===== config.mk =====
export PLATFORM = sky130hd
export DESIGN_NAME = multdiv_seq_flat
export DESIGN_NICKNAME = d
export VERILOG_FILES = /design/src/rtl/multdiv_seq_if.sv /design/src/rtl/multdiv_seq.sv /design/src/flat_wrapper.sv
export SDC_FILE = /design/constraint.sdc
export NUM_CORES = 1
export LEC_CHECK = 0
export ABC_CLOCK_PERIOD_IN_PS = 3830
export CAP_MARGIN = 5
export CORE_MARGIN = 2
export CORE_UTILIZATION = 35
export DETAILED_ROUTE_END_ITERATION = 16
export PLACE_DENSITY = 0.51
export SKIP_LAST_GASP = 1
export SLEW_MARGIN = 10
export SYNTH_ARGS = -nofsm -noshare
export SYNTH_HDL_FRONTEND = slang
export SYNTH_SLANG_ARGS = --single-unit

===== constraint.sdc =====
create_clock -name clock -period 3.83 [get_ports clock]
set_input_delay 0.766 -clock clock [delete_from_list [all_inputs] [get_ports clock]]
set_output_delay 0.766 -clock clock [all_outputs]
set_load 0.1 [all_outputs]

===== src/rtl/multdiv_seq_if.sv =====
// Operand/control/result bundle between the execute stage and the iterative
// multiply/divide unit. The pipeline side is the master; the unit is the slave.
interface multdiv_seq_if #(
    parameter int WIDTH = 32
);
    logic [WIDTH-1:0] data_operandA;
    logic [WIDTH-1:0] data_operandB;
    logic             ctrl_MULT;
    logic             ctrl_DIV;
    logic [WIDTH-1:0] data_result;
    logic             data_exception;
    logic             data_resultRDY;

    modport master (
        output data_operandA, data_operandB, ctrl_MULT, ctrl_DIV,
        input  data_result, data_exception, data_resultRDY
    );

    modport slave (
        input  data_operandA, data_operandB, ctrl_MULT, ctrl_DIV,
        output data_result, data_exception, data_resultRDY
    );
endinterface


===== src/rtl/multdiv_seq.sv =====
// Iterative signed multiply (radix-2 shift-add) / divide (restoring) unit, WIDTH iterations.
// Optional MULTDIV_DIVZERO_FAST_EN: a divide by zero completes one edge after its start.
module multdiv_seq #(
    parameter int WIDTH = 32
) (
    input  logic           clock,
    input  logic           reset_n,
    multdiv_seq_if.slave   bus
);
    localparam int CNT_W = $clog2(WIDTH + 1);

    typedef enum logic [1:0] {
        IDLE = 2'd0,
        MULT = 2'd1,
        DIV  = 2'd2,
        DONE = 2'd3
    } state_t;

    // Magnitude as an unsigned value; the most-negative input maps to 2^(WIDTH-1).
    function automatic logic [WIDTH-1:0] mag(input logic [WIDTH-1:0] x);
        mag = x[WIDTH-1] ? (~x + WIDTH'(1)) : x;
    endfunction

    state_t               state_q, state_d;
    logic [CNT_W-1:0]     cnt_q, cnt_d;
    logic [2*WIDTH-1:0]   acc_q, acc_d;
    logic [WIDTH-1:0]     opb_q, opb_d;
    logic                 neg_q, neg_d;
    logic                 div0_q, div0_d;
    logic [WIDTH-1:0]     result_q, result_d;
    logic                 exc_q, exc_d;
    logic                 rdy_q, rdy_d;

    logic [WIDTH:0]       sum_s;
    logic [2*WIDTH:0]     mstep_s;
    logic [WIDTH:0]       sh_s;
    logic                 ge_s;
    logic [WIDTH:0]       rem_s;
    logic [2*WIDTH-1:0]   prod_s;
    logic [WIDTH-1:0]     quo_s;
    logic                 fast_s;

    // Multiply step: acc = {partial high, remaining multiplier bits}.
    assign sum_s   = {1'b0, acc_q[2*WIDTH-1:WIDTH]} + {1'b0, opb_q};
    assign mstep_s = acc_q[0] ? {sum_s, acc_q[WIDTH-1:0]} : {1'b0, acc_q};
    // Divide step: acc = {partial remainder, dividend bits shifting into quotient}.
    assign sh_s    = {acc_q[2*WIDTH-1:WIDTH], acc_q[WIDTH-1]};
    assign ge_s    = (sh_s >= {1'b0, opb_q});
    assign rem_s   = ge_s ? (sh_s - {1'b0, opb_q}) : sh_s;
    assign prod_s  = neg_q ? (~acc_q + (2*WIDTH)'(1)) : acc_q;
    assign quo_s   = neg_q ? (~acc_q[WIDTH-1:0] + WIDTH'(1)) : acc_q[WIDTH-1:0];
`ifdef MULTDIV_DIVZERO_FAST_EN
    assign fast_s  = div0_q;
`else
    assign fast_s  = 1'b0;
`endif

    // Next-state, datapath iteration and result formation.
    always_comb begin
        state_d  = state_q;
        cnt_d    = cnt_q;
        acc_d    = acc_q;
        opb_d    = opb_q;
        neg_d    = neg_q;
        div0_d   = div0_q;
        result_d = result_q;
        exc_d    = exc_q;
        rdy_d    = 1'b0;
        case (state_q)
            IDLE: begin
                state_d = IDLE;
            end
            MULT: begin
                if (cnt_q == CNT_W'(WIDTH)) begin
                    state_d  = DONE;
                    result_d = prod_s[WIDTH-1:0];
                    exc_d    = (prod_s[2*WIDTH-1:WIDTH] != {WIDTH{prod_s[WIDTH-1]}});
                    rdy_d    = 1'b1;
                end else begin
                    acc_d = mstep_s[2*WIDTH:1];
                    cnt_d = cnt_q + CNT_W'(1);
                end
            end
            DIV: begin
                if ((cnt_q == CNT_W'(WIDTH)) || fast_s) begin
                    state_d = DONE;
                    rdy_d   = 1'b1;
                    if (div0_q) begin
                        result_d = {WIDTH{1'b0}};
                        exc_d    = 1'b1;
                    end else begin
                        result_d = quo_s;
                        // Only -2^(WIDTH-1) / -1 yields a positive quotient with the top bit set.
                        exc_d    = ~neg_q & acc_q[WIDTH-1];
                    end
                end else begin
                    acc_d = {rem_s[WIDTH-1:0], acc_q[WIDTH-2:0], ge_s};
                    cnt_d = cnt_q + CNT_W'(1);
                end
            end
            DONE: begin
                state_d = IDLE;
            end
            default: begin
                state_d = IDLE;
            end
        endcase

        // A start in any state aborts the current operation without touching held results.
        if (bus.ctrl_MULT) begin
            state_d  = MULT;
            cnt_d    = {CNT_W{1'b0}};
            acc_d    = {{WIDTH{1'b0}}, mag(bus.data_operandB)};
            opb_d    = mag(bus.data_operandA);
            neg_d    = bus.data_operandA[WIDTH-1] ^ bus.data_operandB[WIDTH-1];
            div0_d   = 1'b0;
            result_d = result_q;
            exc_d    = exc_q;
            rdy_d    = 1'b0;
        end else if (bus.ctrl_DIV) begin
            state_d  = DIV;
            cnt_d    = {CNT_W{1'b0}};
            acc_d    = {{WIDTH{1'b0}}, mag(bus.data_operandA)};
            opb_d    = mag(bus.data_operandB);
            neg_d    = bus.data_operandA[WIDTH-1] ^ bus.data_operandB[WIDTH-1];
            div0_d   = (bus.data_operandB == {WIDTH{1'b0}});
            result_d = result_q;
            exc_d    = exc_q;
            rdy_d    = 1'b0;
        end else begin
            rdy_d = rdy_d;
        end
    end

    // State and output registers.
    always_ff @(posedge clock or negedge reset_n) begin
        if (!reset_n) begin
            state_q  <= IDLE;
            cnt_q    <= {CNT_W{1'b0}};
            acc_q    <= {(2*WIDTH){1'b0}};
            opb_q    <= {WIDTH{1'b0}};
            neg_q    <= 1'b0;
            div0_q   <= 1'b0;
            result_q <= {WIDTH{1'b0}};
            exc_q    <= 1'b0;
            rdy_q    <= 1'b0;
        end else begin
            state_q  <= state_d;
            cnt_q    <= cnt_d;
            acc_q    <= acc_d;
            opb_q    <= opb_d;
            neg_q    <= neg_d;
            div0_q   <= div0_d;
            result_q <= result_d;
            exc_q    <= exc_d;
            rdy_q    <= rdy_d;
        end
    end

    assign bus.data_result    = result_q;
    assign bus.data_exception = exc_q;
    assign bus.data_resultRDY = rdy_q;
endmodule


===== src/flat_wrapper.sv =====
// flat-port wrapper written by rule: the top's interface ports become plain ports
module multdiv_seq_flat 
#(
    parameter int WIDTH = 32
)
  (clock, reset_n, bus_data_operandA, bus_data_operandB, bus_ctrl_MULT, bus_ctrl_DIV, bus_data_result, bus_data_exception, bus_data_resultRDY);
  multdiv_seq_if #(.WIDTH(WIDTH)) bus_i ();
  input  logic clock;
  input  logic reset_n;
  input wire logic [$bits(bus_i.data_operandA)-1:0] bus_data_operandA;
  input wire logic [$bits(bus_i.data_operandB)-1:0] bus_data_operandB;
  input wire logic [$bits(bus_i.ctrl_MULT)-1:0] bus_ctrl_MULT;
  input wire logic [$bits(bus_i.ctrl_DIV)-1:0] bus_ctrl_DIV;
  output wire logic [$bits(bus_i.data_result)-1:0] bus_data_result;
  output wire logic [$bits(bus_i.data_exception)-1:0] bus_data_exception;
  output wire logic [$bits(bus_i.data_resultRDY)-1:0] bus_data_resultRDY;
  assign bus_i.data_operandA = bus_data_operandA;
  assign bus_i.data_operandB = bus_data_operandB;
  assign bus_i.ctrl_MULT = bus_ctrl_MULT;
  assign bus_i.ctrl_DIV = bus_ctrl_DIV;
  assign bus_data_result = bus_i.data_result;
  assign bus_data_exception = bus_i.data_exception;
  assign bus_data_resultRDY = bus_i.data_resultRDY;
  multdiv_seq #(.WIDTH(WIDTH)) u_core (.clock(clock), .reset_n(reset_n), .bus(bus_i));
endmodule

==> results.toml <==
[pwr]
leakage_nw = 7.11
power.ir.vdd_worst_v = 0.000408
net-switching-power_w = 0.00350
seq_power_share_pct = 27.1
clkPwrFrac_pct = 23.4
sw_frac_of_total_pct = 47.3
internal_power_w = 0.00389
combinationalPowerShare_pct = 49.5
powerDensity_nw_per_um2 = 445

[synthesis]
synth_nets = 1911
synth_edf_count = 0
yosysTopAreaCell = "dfrtp_1"
synthTopCellsByArea = "dfrtp_1 (26%), o21ai_0 (7.0%), ha_1 (6.5%), xor2_1 (6.3%), nand2_1 (5.4%)"
syn_inst = 1770
synthFlopType = "dfrtp_1"
synth.top_cell.area_share_pct = 25.6
synth_area_per_cell_um2 = 7.74
synth_area_um2 = 13700
yosys_warnings = 0
ys_types = 78
ys_ff_latch = 140
ys_seq_area_share_pct = 25.6
async_flop_share_pct = 100

[timing]
relSlewSlack_pct = 16.7
max_slew.worst_pin.slew_ns = 1.25
fin_ws_ns = 0.0123
finalCritPeriodShare_pct = 99.7
setup_violations = 0
hold_viol_final = 0
fmax_ghz = 0.262
slew_viol_final = 0
skew_ns = 0.0117
post-route-min-period_ns = 3.82
final.setup.tns_ns = 0
fin_hold_ws_ns = 0.315
rsz0062_at_grt = "true"

[place]
portBuffers = 101
place_congestion = 0.922
pre_cts_ws_ns = -0.668
hpwlAfterDp_mm = 37.5

[global_routing]
gr-usage-met1_pct = 33.2
grt-ovfl-total = 0
top_usage_layer = "met2"
antenna_found_initial = 1
grt_pass1_vias = 13100
grt_first_pass_wirelength_mm = 76.8
grt_use_total_pct = 24.3
met3_usage_pct = 4.19
use_met2_pct = 38.6
grt_start_max_net_pins = 90

[route]
via_count = 13700
drc = 0
first_pass_iters = 5
wl_per_cell_um = 20.7
drtIter0Drc = 986
vias_per_cell = 5.68
routed_wl_mm = 50.0
antenna_left = 0

[cts]
cts_buffer_depth = 2
clkSinkCount = 140
clk_latency_ns = 0.45
tritoncts = "yes"
ctsHoldBuffers = 0
cts_inserted_buffers = 17
cts_max_level = 4
cts_root_buf = "clkbuf_16"
clk_pin_slew_worst_paths_ns = 0.06

[finish]
n_antenna_cell = 0
nFillCells = 3909
area_growth_pct = 21.2
multi_input_area_um2 = 9660
seqCellArea_um2 = 3500
nets = 2028
utilization_pct = 43.0
drive_gt1_share_pct = 11.4

[setup_path]
end_kind = "register"
r2r-end = "u_core.bus.data_exception"
reg2reg_slack_ns = 0.06
worstPathRequired_ns = 4.16
critPathKind = "input port to register"
arrival_ns = 4.15
reg2reg_depth = 12
path_max_fanout = 2
start_kind = "input port"
rr_startpoint = "u_core.acc_q[31]"

[worst_hold_path]
hold_class = "input port to async pin"

[die]
io_pins = 102
die_y_um = 202
dieArea_um2 = 40800
initial_utilization_pct = 35.5
core_um2 = 38600
rows = 72
die_x_um = 202

[run_status]
outcome = "finished clean"

[run]
max_cap_viol_count = 0
[Yosys cell counts (all sizes together) (39+ instances only)]
library cell	n
xnor2	73
inv	60
dfrtp	140
o31ai	39
o21ai	196
nand2	198
xor2	99
a211oi	66
ha	71
clkbuf	104
a21oi	117
nor2	117
[power by group through the flow]
stage | sequential, W | combinational [W] | clock [W]
5_1_grt | 0.00204 | 0.00392 | 0.00182
2_1_floorplan | 0.00302 | 0.00154 | 0
4_1_cts | 0.00201 | 0.00365 | 0.00176
3_3_place_gp | 0.00203 | 0.00361 | 0
3_5_place_dp | 0.00203 | 0.00363 | 0
6_report | 0.00201 | 0.00366 | 0.00173
[cell usage in the layout (no fill, tap or decap), types with 14 or more instances in the layout]
cell,count
o41ai_1,14
nand3_1,25
clkbuf_16,17
dfrtp_1,139
and3_1,15
nand2b_1,17
nand4_1,16
clkdlybuf4s50_1,94
mux2_2,14
a21o_1,24
ha_1,70
o21ai_0,191
nand2_1,198
nor4_1,14
a211o_1,24
mux2i_1,30
nor2b_1,33
inv_1,59
nor3_1,35
o31ai_1,37
nor2_1,116
buf_4,114
xor2_1,99
xnor2_1,72
o211ai_1,25
a21oi_1,115
o21a_1,15
or3_1,14
a211oi_1,63
[through the flow]
step                      instance area (um2)  cells  power [W]
after global placement                  15900   2385    0.00564
after global routing                    16600   2418    0.00779
after detailed placement                15900   2385    0.00566
after floorplan                         13700   1770    0.00456
final                                   16600   2418    0.00740
after CTS                               16500   2417    0.00742
[worst max path at each step]
stage	start	end	slack, ns	cells past startpoint
floorplan	bus_data_operandA[12]	u_core.acc_q[30]	0.08	10
detailed placement	bus_data_operandA[12]	u_core.acc_q[30]	-0.67	11
global placement	bus_data_operandA[12]	u_core.acc_q[30]	-0.63	11
finish	bus_data_operandA[12]	u_core.acc_q[30]	0.01	11
CTS	bus_data_operandA[12]	u_core.acc_q[31]	-0.01	12
global route	bus_data_operandA[4]	u_core.acc_q[30]	-0.09	12
[timing repair]
item	in CTS	in global routing
gates resized for setup	13	14
cloned	0	0
pin swaps	0	12
setup endpoints to repair	6	11
buffers inserted	0	1
[registers in the layout, indices dropped and copies added (netlist names), 2 cells and up]
name / count
u_core.bus.data_result: 32
u_core.acc_q: 64
u_core.state_q: 2
u_core.opb_q: 32
u_core.cnt_q: 6
[logic make-up after synthesis]
group / synth area share, %
AO/OA/AOI/OAI: 28.8
adder cells (fa/ha/maj): 6.77
flip-flops: 25.6
AND/OR/NAND/NOR: 19.3
multiplexers: 3.34
buffers and inverters: 5.22
XOR/XNOR: 11.0
[per-layer routing]
layer / share of wire (%) / vias up
li1: - / 6692
met1: 46 / 6621
met2: 46 / 371
met3: 5.2 / 62
met4: 2.8 / 0
met5: 0 / -
[critical path, cell delays in order]
cell and delay (ns):
dlymetal6s2s_1 0.13, or4_4 0.54, or3_4 0.42, or3_4 0.42
or3_4 0.36, or4_4 0.52, o41ai_4 0.35, xor2_1 0.28
a211oi_2 0.11, a21oi_1 0.16, o21ai_1 0.09
[area by class of cell]
cell class                      count  share of cell area, %
Clock buffer                       18                   2.64
Clock inverter                     14                  0.874
Timing Repair Buffer              221                   12.0
Tap cell                          518                   3.90
Multi-Input combinational cell   1446                   58.1
Sequential cell                   140                   21.1
Inverter                           61                   1.38
(Power assumes the default switching activity.)
